### src/rtl/alu_pkg.sv
// rtl/alu_pkg.sv - opcode, class and FSM state definitions shared by the ALU controller
package alu_pkg;

   // ALU_FUN opcode encoding
   localparam logic [3:0] OP_ADD  = 4'b0000;
   localparam logic [3:0] OP_SUB  = 4'b0001;
   localparam logic [3:0] OP_MUL  = 4'b0010;
   localparam logic [3:0] OP_DIV  = 4'b0011;
   localparam logic [3:0] OP_AND  = 4'b0100;
   localparam logic [3:0] OP_OR   = 4'b0101;
   localparam logic [3:0] OP_NAND = 4'b0110;
   localparam logic [3:0] OP_NOR  = 4'b0111;
   localparam logic [3:0] OP_XOR  = 4'b1000;
   localparam logic [3:0] OP_XNOR = 4'b1001;
   localparam logic [3:0] OP_EQ   = 4'b1010;
   localparam logic [3:0] OP_GT   = 4'b1011;
   localparam logic [3:0] OP_LT   = 4'b1100;
   localparam logic [3:0] OP_SHR  = 4'b1101;
   localparam logic [3:0] OP_SHL  = 4'b1110;
   localparam logic [3:0] OP_IDLE = 4'b1111;

   // Result class encoding; also the bit index of the matching ALU flag
   localparam logic [1:0] CLS_ARITH = 2'd0;
   localparam logic [1:0] CLS_LOGIC = 2'd1;
   localparam logic [1:0] CLS_CMP   = 2'd2;
   localparam logic [1:0] CLS_SHIFT = 2'd3;

   typedef enum logic [1:0] {
      ST_IDLE = 2'd0,
      ST_EXEC = 2'd1,
      ST_CAPT = 2'd2,
      ST_RESP = 2'd3
   } state_t;

   // Class of an opcode; the idle/illegal opcode reports arith
   function automatic logic [1:0] op_class(input logic [3:0] fun);
      if (fun <= OP_DIV)
         return CLS_ARITH;
      else if (fun <= OP_XNOR)
         return CLS_LOGIC;
      else if (fun <= OP_LT)
         return CLS_CMP;
      else if (fun <= OP_SHL)
         return CLS_SHIFT;
      else
         return CLS_ARITH;
   endfunction

   function automatic logic op_legal(input logic [3:0] fun);
      return fun != OP_IDLE;
   endfunction

endpackage

### src/rtl/alu_op_decode.sv
// rtl/alu_op_decode.sv - combinational decode of a command into legality, div0 and expected class/flags
module alu_op_decode
   import alu_pkg::*;
#(
   parameter int DATA_W = 16
) (
   input  logic [3:0]        fun,
   input  logic [DATA_W-1:0] b,
   output logic              legal,
   output logic              div0,
   output logic [1:0]        cls,
   output logic [3:0]        flags
);

   // Flag vector order is {shift, cmp, logic, arith}, so the class value is the bit index
   always_comb begin
      legal = op_legal(fun);
      cls   = op_class(fun);
      div0  = (fun == OP_DIV) && (b == '0);
      flags = legal ? (4'b0001 << cls) : 4'b0000;
   end

endmodule

### src/rtl/alu_cmd_ctrl.sv
// rtl/alu_cmd_ctrl.sv - command/response controller driving the 16-bit registered ALU
module alu_cmd_ctrl
   import alu_pkg::*;
#(
   parameter int                DATA_W     = 16,
   parameter int                CNT_W      = 8,
   parameter logic [DATA_W-1:0] DIV0_VALUE = 16'hFFFF
) (
   input  logic              clk,
   input  logic              rst,
   input  logic              cmd_valid,
   output logic              cmd_ready,
   input  logic [3:0]        cmd_fun,
   input  logic [DATA_W-1:0] cmd_a,
   input  logic [DATA_W-1:0] cmd_b,
   output logic [DATA_W-1:0] alu_a,
   output logic [DATA_W-1:0] alu_b,
   output logic [3:0]        alu_fun,
   input  logic [DATA_W-1:0] alu_out,
   input  logic              alu_arith_flag,
   input  logic              alu_logic_flag,
   input  logic              alu_cmp_flag,
   input  logic              alu_shift_flag,
   output logic              rsp_valid,
   input  logic              rsp_ready,
   output logic [DATA_W-1:0] rsp_data,
   output logic [1:0]        rsp_class,
   output logic              rsp_err,
   output logic [CNT_W-1:0]  op_cnt,
   output logic [CNT_W-1:0]  err_cnt
);

   state_t     state;
   state_t     state_nxt;

   logic       dec_legal;
   logic       dec_div0;
   logic [1:0] dec_cls;
   logic [3:0] dec_flags;

   logic       do_issue;
   logic       do_short;
   logic       do_capt;
   logic       do_hs;

   // Expected class/flags of the in-flight op, latched when it is issued to the ALU
   logic [1:0] exp_cls;
   logic [3:0] exp_flags;
   logic [3:0] alu_flags;

   assign alu_flags = {alu_shift_flag, alu_cmp_flag, alu_logic_flag, alu_arith_flag};
   assign cmd_ready = (state == ST_IDLE);
   assign rsp_valid = (state == ST_RESP);

   alu_op_decode #(
      .DATA_W(DATA_W)
   ) u_decode (
      .fun  (cmd_fun),
      .b    (cmd_b),
      .legal(dec_legal),
      .div0 (dec_div0),
      .cls  (dec_cls),
      .flags(dec_flags)
   );

   // State register
   always_ff @(posedge clk) begin
      if (!rst)
         state <= ST_IDLE;
      else
         state <= state_nxt;
   end

   // Next state and per-cycle action strobes; illegal and div0 skip the ALU entirely
   always_comb begin
      state_nxt = state;
      do_issue  = 1'b0;
      do_short  = 1'b0;
      do_capt   = 1'b0;
      do_hs     = 1'b0;
      case (state)
         ST_IDLE: begin
            if (cmd_valid) begin
               if (!dec_legal || dec_div0) begin
                  do_short  = 1'b1;
                  state_nxt = ST_RESP;
               end else begin
                  do_issue  = 1'b1;
                  state_nxt = ST_EXEC;
               end
            end
         end
         ST_EXEC: state_nxt = ST_CAPT;
         ST_CAPT: begin
            do_capt   = 1'b1;
            state_nxt = ST_RESP;
         end
         ST_RESP: begin
            if (rsp_ready) begin
               do_hs     = 1'b1;
               state_nxt = ST_IDLE;
            end
         end
         default: state_nxt = ST_IDLE;
      endcase
   end

   // ALU drive, response capture and expected-class bookkeeping
   always_ff @(posedge clk) begin
      if (!rst) begin
         alu_a     <= '0;
         alu_b     <= '0;
         alu_fun   <= OP_IDLE;
         rsp_data  <= '0;
         rsp_class <= CLS_ARITH;
         rsp_err   <= 1'b0;
         exp_cls   <= CLS_ARITH;
         exp_flags <= 4'b0000;
      end else begin
         if (do_issue) begin
            alu_a     <= cmd_a;
            alu_b     <= cmd_b;
            alu_fun   <= cmd_fun;
            exp_cls   <= dec_cls;
            exp_flags <= dec_flags;
         end
         if (do_short) begin
            rsp_data  <= dec_div0 ? DIV0_VALUE : '0;
            rsp_class <= CLS_ARITH;
            rsp_err   <= 1'b1;
         end
         if (do_capt) begin
            rsp_data  <= alu_out;
            rsp_class <= exp_cls;
            rsp_err   <= (alu_flags != exp_flags);
            alu_fun   <= OP_IDLE;
         end
      end
   end

   // Saturating completion and error counters, stepped on the response handshake
   always_ff @(posedge clk) begin
      if (!rst) begin
         op_cnt  <= '0;
         err_cnt <= '0;
      end else if (do_hs) begin
         if (op_cnt != '1)
            op_cnt <= op_cnt + 1'b1;
         if (rsp_err && (err_cnt != '1))
            err_cnt <= err_cnt + 1'b1;
      end
   end

endmodule

### config.mk
export PLATFORM = sky130hd
export DESIGN_NAME = alu_cmd_ctrl
export DESIGN_NICKNAME = d
export VERILOG_FILES = /design/src/rtl/alu_pkg.sv /design/src/rtl/alu_op_decode.sv /design/src/rtl/alu_cmd_ctrl.sv
export SDC_FILE = /design/constraint.sdc
export NUM_CORES = 1
export LEC_CHECK = 0
export CAP_MARGIN = 10
export CORE_MARGIN = 1
export CORE_UTILIZATION = 29
export DETAILED_ROUTE_END_ITERATION = 12
export PLACE_DENSITY = 0.66
export SYNTH_ARGS = -nofsm -noshare
export SYNTH_HDL_FRONTEND = slang
export SYNTH_SLANG_ARGS = --single-unit
### constraint.sdc
create_clock -name clk -period 2.6 [get_ports clk]
set_input_delay 0.26 -clock clk [delete_from_list [all_inputs] [get_ports clk]]
set_output_delay 0.26 -clock clk [all_outputs]
set_load 0.05 [all_outputs]
======== Word-level counts from Yosys, hierarchy flattened ========
Cells that the tools add are included.
storage, ports and cells
  register bits after elaboration ......... 79
  bits in latches ......................... 0
  memory bits (writable) .................. 0
  bits in read-only memories .............. 0
  bits of input ports ..................... 60
  output and inout port bits .............. 73
  logic and storage cells ................. 65
  memories kept ........................... 0
operators by class
  add/subtract/negate cells ............... 2
  $mul .................................... 0
  div/mod/pow operators ................... 0
  magnitude comparators ................... 4
  equal/unequal tests ..................... 10
  shift operators ......................... 1
  multiplexer cells ....................... 25
  bitwise logic cells ..................... 1
  reduce and logical (&&, ||, !) cells .... 11
operator list
  operator                                                                count
  16-bit two-way mux                                                      3
  2-bit two-way mux                                                       9
  8-bit by 1-bit adder with 8-bit output (second input constant)          2
  16-bit zero test                                                        1
  8-bit != test (second input constant)                                   2
  4-bit <= comparator (second input constant)                             3
  1-bit two-way mux                                                       11
  2-bit case mux with 4 select lines                                      1
  2-bit AND reduction                                                     3
  2-bit == test (second input constant)                                   2
  4-bit by 2-bit == test with 1-bit output (second input constant)        1
  4-bit by 2-bit <= comparator with 1-bit output (second input constant)  1
  4-bit two-way mux                                                       1
  4-bit != test                                                           1
  4-bit != test (second input constant)                                   1
  1-bit by 2-bit << shifter with 4-bit output (first input constant)      1
  2-bit by 1-bit == test with 1-bit output (second input constant)        1
  1-bit logical AND                                                       2
  2-bit zero test                                                         1
  2-bit by 1-bit != test with 1-bit output (second input constant)        1
  2-bit != test (second input constant)                                   1
  2-bit nonzero test                                                      1
  2-bit OR reduction                                                      1
  1-bit zero test                                                         1
  other kinds (2)                                                         2

======== Logic depth before layout (Yosys ltp) ========
  word-level depth ........................ 8
  gate-level depth with buffers ........... 8
  gate-level depth less buffers ........... 7

======== Modules after synthesis ========
From an unflattened synthesis, not the netlist that was laid out.
second synthesis, totals
  cell total of the unflattened synthesis .. 399
  area total of the unflattened synthesis .. 3303.2 sq um
by module, submodules not included
  module         instances  cells an instance  area each (sq um)  sequential area each (sq um)
  alu_cmd_ctrl   1          379                3168.0             1581.5
  alu_op_decode  1          20                 135.1              0.0

======== Worst setup path before layout ========
No wires, ideal clock.
  path kind ............................... flip-flop to flip-flop
  from .................................... reg state[1]
  to ...................................... reg err_cnt[7]
  setup time .............................. 76 ps
  arrival ................................. 1993 ps
  required time ........................... 2524 ps
  slack ................................... 531 ps
  stages on the path, launching flop included .. 7
  buffers on the path ..................... 0
  clock period less this slack ............ 2069 ps
  cell sequence ........................... dfxtp_1 ha_1 nand3_1 a41oi_2 nand3_1 or3_1 a21boi_0
on the way
  longest elaborated chain between the ends .. 3
ends and longest elaborated chain
  item                           line                 RTL
  start, declared                alu_cmd_ctrl.sv:33   state_t state;
  start signal, assigned         alu_cmd_ctrl.sv:71   state <= state_nxt;
  2-bit == test                  n/a
  net rsp_valid                  alu_cmd_ctrl.sv:24   output logic rsp_valid,
  1-bit two-way mux              alu_cmd_ctrl.sv:81   case (state)
  2-bit AND reduction (no line)  n/a
  end signal, assigned           alu_cmd_ctrl.sv:150  err_cnt <= err_cnt + 1'b1;
  end, declared                  alu_cmd_ctrl.sv:30   output logic [CNT_W-1:0] err_cnt
The timed path passes the listed nets, and every way through them passes these cells.
A chain may end at the register's enable or synchronous reset.

======== Worst setup path after layout ========
  from .................................... reg state[0]
  to ...................................... reg alu_b[1]
on the way
  longest elaborated chain between the ends .. 2
ends and longest elaborated chain
  item                  line                 RTL
  2-bit zero test       alu_cmd_ctrl.sv:81
  1-bit two-way mux     alu_cmd_ctrl.sv:81
  end signal, assigned  alu_cmd_ctrl.sv:122  alu_b <= cmd_b;
  end, declared         alu_cmd_ctrl.sv:17   output logic [DATA_W-1:0] alu_b,
No other way between the ends.

==> results.sh <==
export IMPL_synth_edf_count=0
export IMPL_ys_types=47
export IMPL_routed_wl_um=9840
export IMPL_drc=0
export IMPL_grt_max_degree=49
export IMPL_path_buf_inv=1
export IMPL_dp_hpwl_um=7130
export IMPL_rows=40
export IMPL_die_h_um=115
export IMPL_clkTransAtPathRegs_ns=0.06
export IMPL_numPlacedInstances=719
export IMPL_final_cell_mix="131 x clkdlybuf4s50_1, 79 x dfxtp_1, 62 x nand2_1"
export IMPL_finalSetupTns_ns=0
export IMPL_antenna_cells=0
export IMPL_post_cts_buffers=0
export IMPL_cts_buffer_depth=2
export IMPL_criticalPathCategory="reg2reg"
export IMPL_synth_area_um2=3670
export IMPL_hp_class="in2reg"
export IMPL_cp_start_kind="flop"
export IMPL_post_cts_resized=0
export IMPL_finClkSkew_ns=0.00519
export IMPL_antenna_found_initial=0
export IMPL_clk_latency_ns=0.33
export IMPL_slew_viol_final=0
export IMPL_crit_required_ns=2.76
export IMPL_yosysTopAreaCellShare_pct=43.1
export IMPL_synth_cells=432
export IMPL_end_kind="flop"
export IMPL_drt_first_pass_iters=4
export IMPL_routabilityCongestion=0.840
export IMPL_cpMaxStageDelayCell="nor2_4"
export IMPL_grt_use_met2_pct=26.8
export IMPL_cts_sinks=79
export IMPL_ctsHoldBuffers=0
export IMPL_area_delta_synth_final_pct=47.9
export IMPL_ys_flop_type="dfxtp_1"
export IMPL_use_met1_pct=17.5
export IMPL_ys_async_sr_fraction_pct=0
export IMPL_post_drt_via_cell_ratio=4.66
export IMPL_fmax_mhz=442
export IMPL_grt_util_met3_pct=5.88
export IMPL_p_leak_nw=1.99
export IMPL_avgSynthCellArea_um2=8.50
export IMPL_yosys_warnings=0
export IMPL_slowest_delay_ns=0.90
export IMPL_overflow=0
export IMPL_critPathArrivalTime_ns=2.42
export IMPL_final_antenna_net_count=0
export IMPL_fp_dieArea_um2=13100
export IMPL_finalCriticalPeriod_ns=2.26
export IMPL_num_fill_cells=1210
export IMPL_drive_above_1_share_pct=6.37
export IMPL_slew_headroom_pct=27.1
export IMPL_nets=627
export IMPL_io_buffers=132
export IMPL_syn_num_nets=497
export IMPL_cts_htree_levels=3
export IMPL_track_usage_pct=15.5
export IMPL_root_buffer="clkbuf_16"
export IMPL_drt_iter0_drc=230
export IMPL_initial_core_util_pct=30.2
export IMPL_tightest_slew_ns=1.09
export IMPL_grt_busiest_layer="met2"
export IMPL_setup_viol=0
export IMPL_wire_per_inst_um=13.4
export IMPL_fin_cells=733
export IMPL_post_route_period_util_pct=87.0
export IMPL_ys_seq_elements=79
export IMPL_powerDensity_nw_per_um2=816
export IMPL_cp_max_fo=39
export IMPL_die_width_um=115
export IMPL_yosysTopAreaCell="dfxtp_1"
export IMPL_cts_tree="done"
export IMPL_hold_worst_slack_ns=0.342
export IMPL_cap_violations=0
export IMPL_critical_path_top_delay_family="simple AND/OR/NAND/NOR gates"
export IMPL_hold_violations=0
export IMPL_ys_seq_area_share_pct=43.1
export IMPL_layout_commonest_cell="clkdlybuf4s50_1"
export IMPL_status="finished, final reports clean"
export IMPL_core_area_um2=12200
export IMPL_num_io_pins=133
export IMPL_synth_area_leaders="dfxtp_1 43%, nand2_1 6.3%, mux2i_1 6.3%, o21ai_0 5.3%, and2_1 4.8%"
export IMPL_irDropWorstVdd_mv=0.426
export IMPL_grt_pass1_vias=3287
export IMPL_grt_first_pass_wirelength_um=15600
export IMPL_num_vias=3419
export IMPL_numCtsBuffers=9
export IMPL_rsz0062_at_grt="false"
export IMPL_worstPathCellList="inv_1 > ha_1 > nand3_1 > nor2_4 > o21ai_0"
export IMPL_final_util_pct=44.7
[per-stage QoR]
step | power, mW | setup WS [ns] | cell area [um^2]
3_3_place_gp | 3.35 | 0.196 | 5190
5_1_grt | 4.71 | 0.0111 | 5430
3_5_place_dp | 3.39 | 0.0675 | 5190
4_1_cts | 4.51 | 0.293 | 5430
6_report | 4.44 | 0.339 | 5430
2_1_floorplan | 2.77 | 0.531 | 3670
[cells by family (layout without fill, tap and decap cells)]
logic type / count (synthesis) / after routing / synth area share, %
DFF: 79 / 79 / 43.1
adders and majority gates: 5 / 5 / 1.70
AOI/OAI and AO/OA: 91 / 91 / 14.3
and+or+nand+nor: 165 / 165 / 24.5
muxes: 23 / 23 / 6.27
xor gates and xnor gates: 17 / 17 / 4.05
buffers and inverters: 52 / 185 / 6.16
[flip-flops by register name, indices dropped and copies added (netlist names)]
register   flops
rsp_err        1
exp_cls        2
err_cnt        8
alu_fun        4
state          2
alu_b         16
rsp_class      2
exp_flags      4
op_cnt         8
alu_a         16
rsp_data      16
[area by class of cell]
class / count / area (um^2) / share of cell area [%]
clock buffers: 12 / 236 / 4.35
clock inverters: 2 / 10.0 / 0.184
inverters: 23 / 86.3 / 1.59
multi-input cells: 301 / 1870 / 34.4
flip-flops and latches: 79 / 1580 / 29.1
well taps: 168 / 210 / 3.87
repair buffers: 148 / 1440 / 26.5
[synthesized netlist by cell type (2+ instances only)]
library cell  number
inv_1             23
dfxtp_1           79
nor2_1            10
and2_1            28
nand2_1           62
a21boi_0           2
nor2b_1            4
ha_1               5
buf_6              3
nor4_1             3
buf_2              3
nor4_4             2
o21ai_0           39
clkbuf_1          20
and4_1             2
nand2b_1           2
nand3b_1           2
nand4_1           26
o21ai_1           20
nand3_1           12
or3_1              3
and3_1             3
xor2_1             7
mux2i_1           23
xnor2_1           10
a21oi_1           18
[worst register-to-register path: stages, from the launching register on]
cell	delay, ns
dfxtp_1	0.32
inv_1	0.09
ha_1	0.29
nand3_1	0.23
nor2_4	0.90
o21ai_0	0.26
[power breakdown]
group	total, mW	leakage (nW)	internal, mW	switching [mW]
registers	1.51	0.644	1.40	0.111
logic	1.84	1.22	0.659	1.18
clock network	1.08	0.122	0.633	0.449
total	4.44	1.99	2.69	1.74
[worst paths after layout]
path                     from           to  slack (ns)  cells past startpoint
setup / recovery     state[0]     alu_b[1]        0.34                      5
hold / removal            rst   err_cnt[7]        0.34                      2
setup reg to reg     state[0]     alu_b[1]        0.34                      5
hold reg to reg   rsp_data[4]  rsp_data[4]        0.44                      2
[per-layer routing]
layer,vias up,routed length (um)
met5,-,0
met4,0,141
met3,9,638
met2,106,4840
met1,1562,4230
li1,1742,-
(Power assumes the default switching activity.)
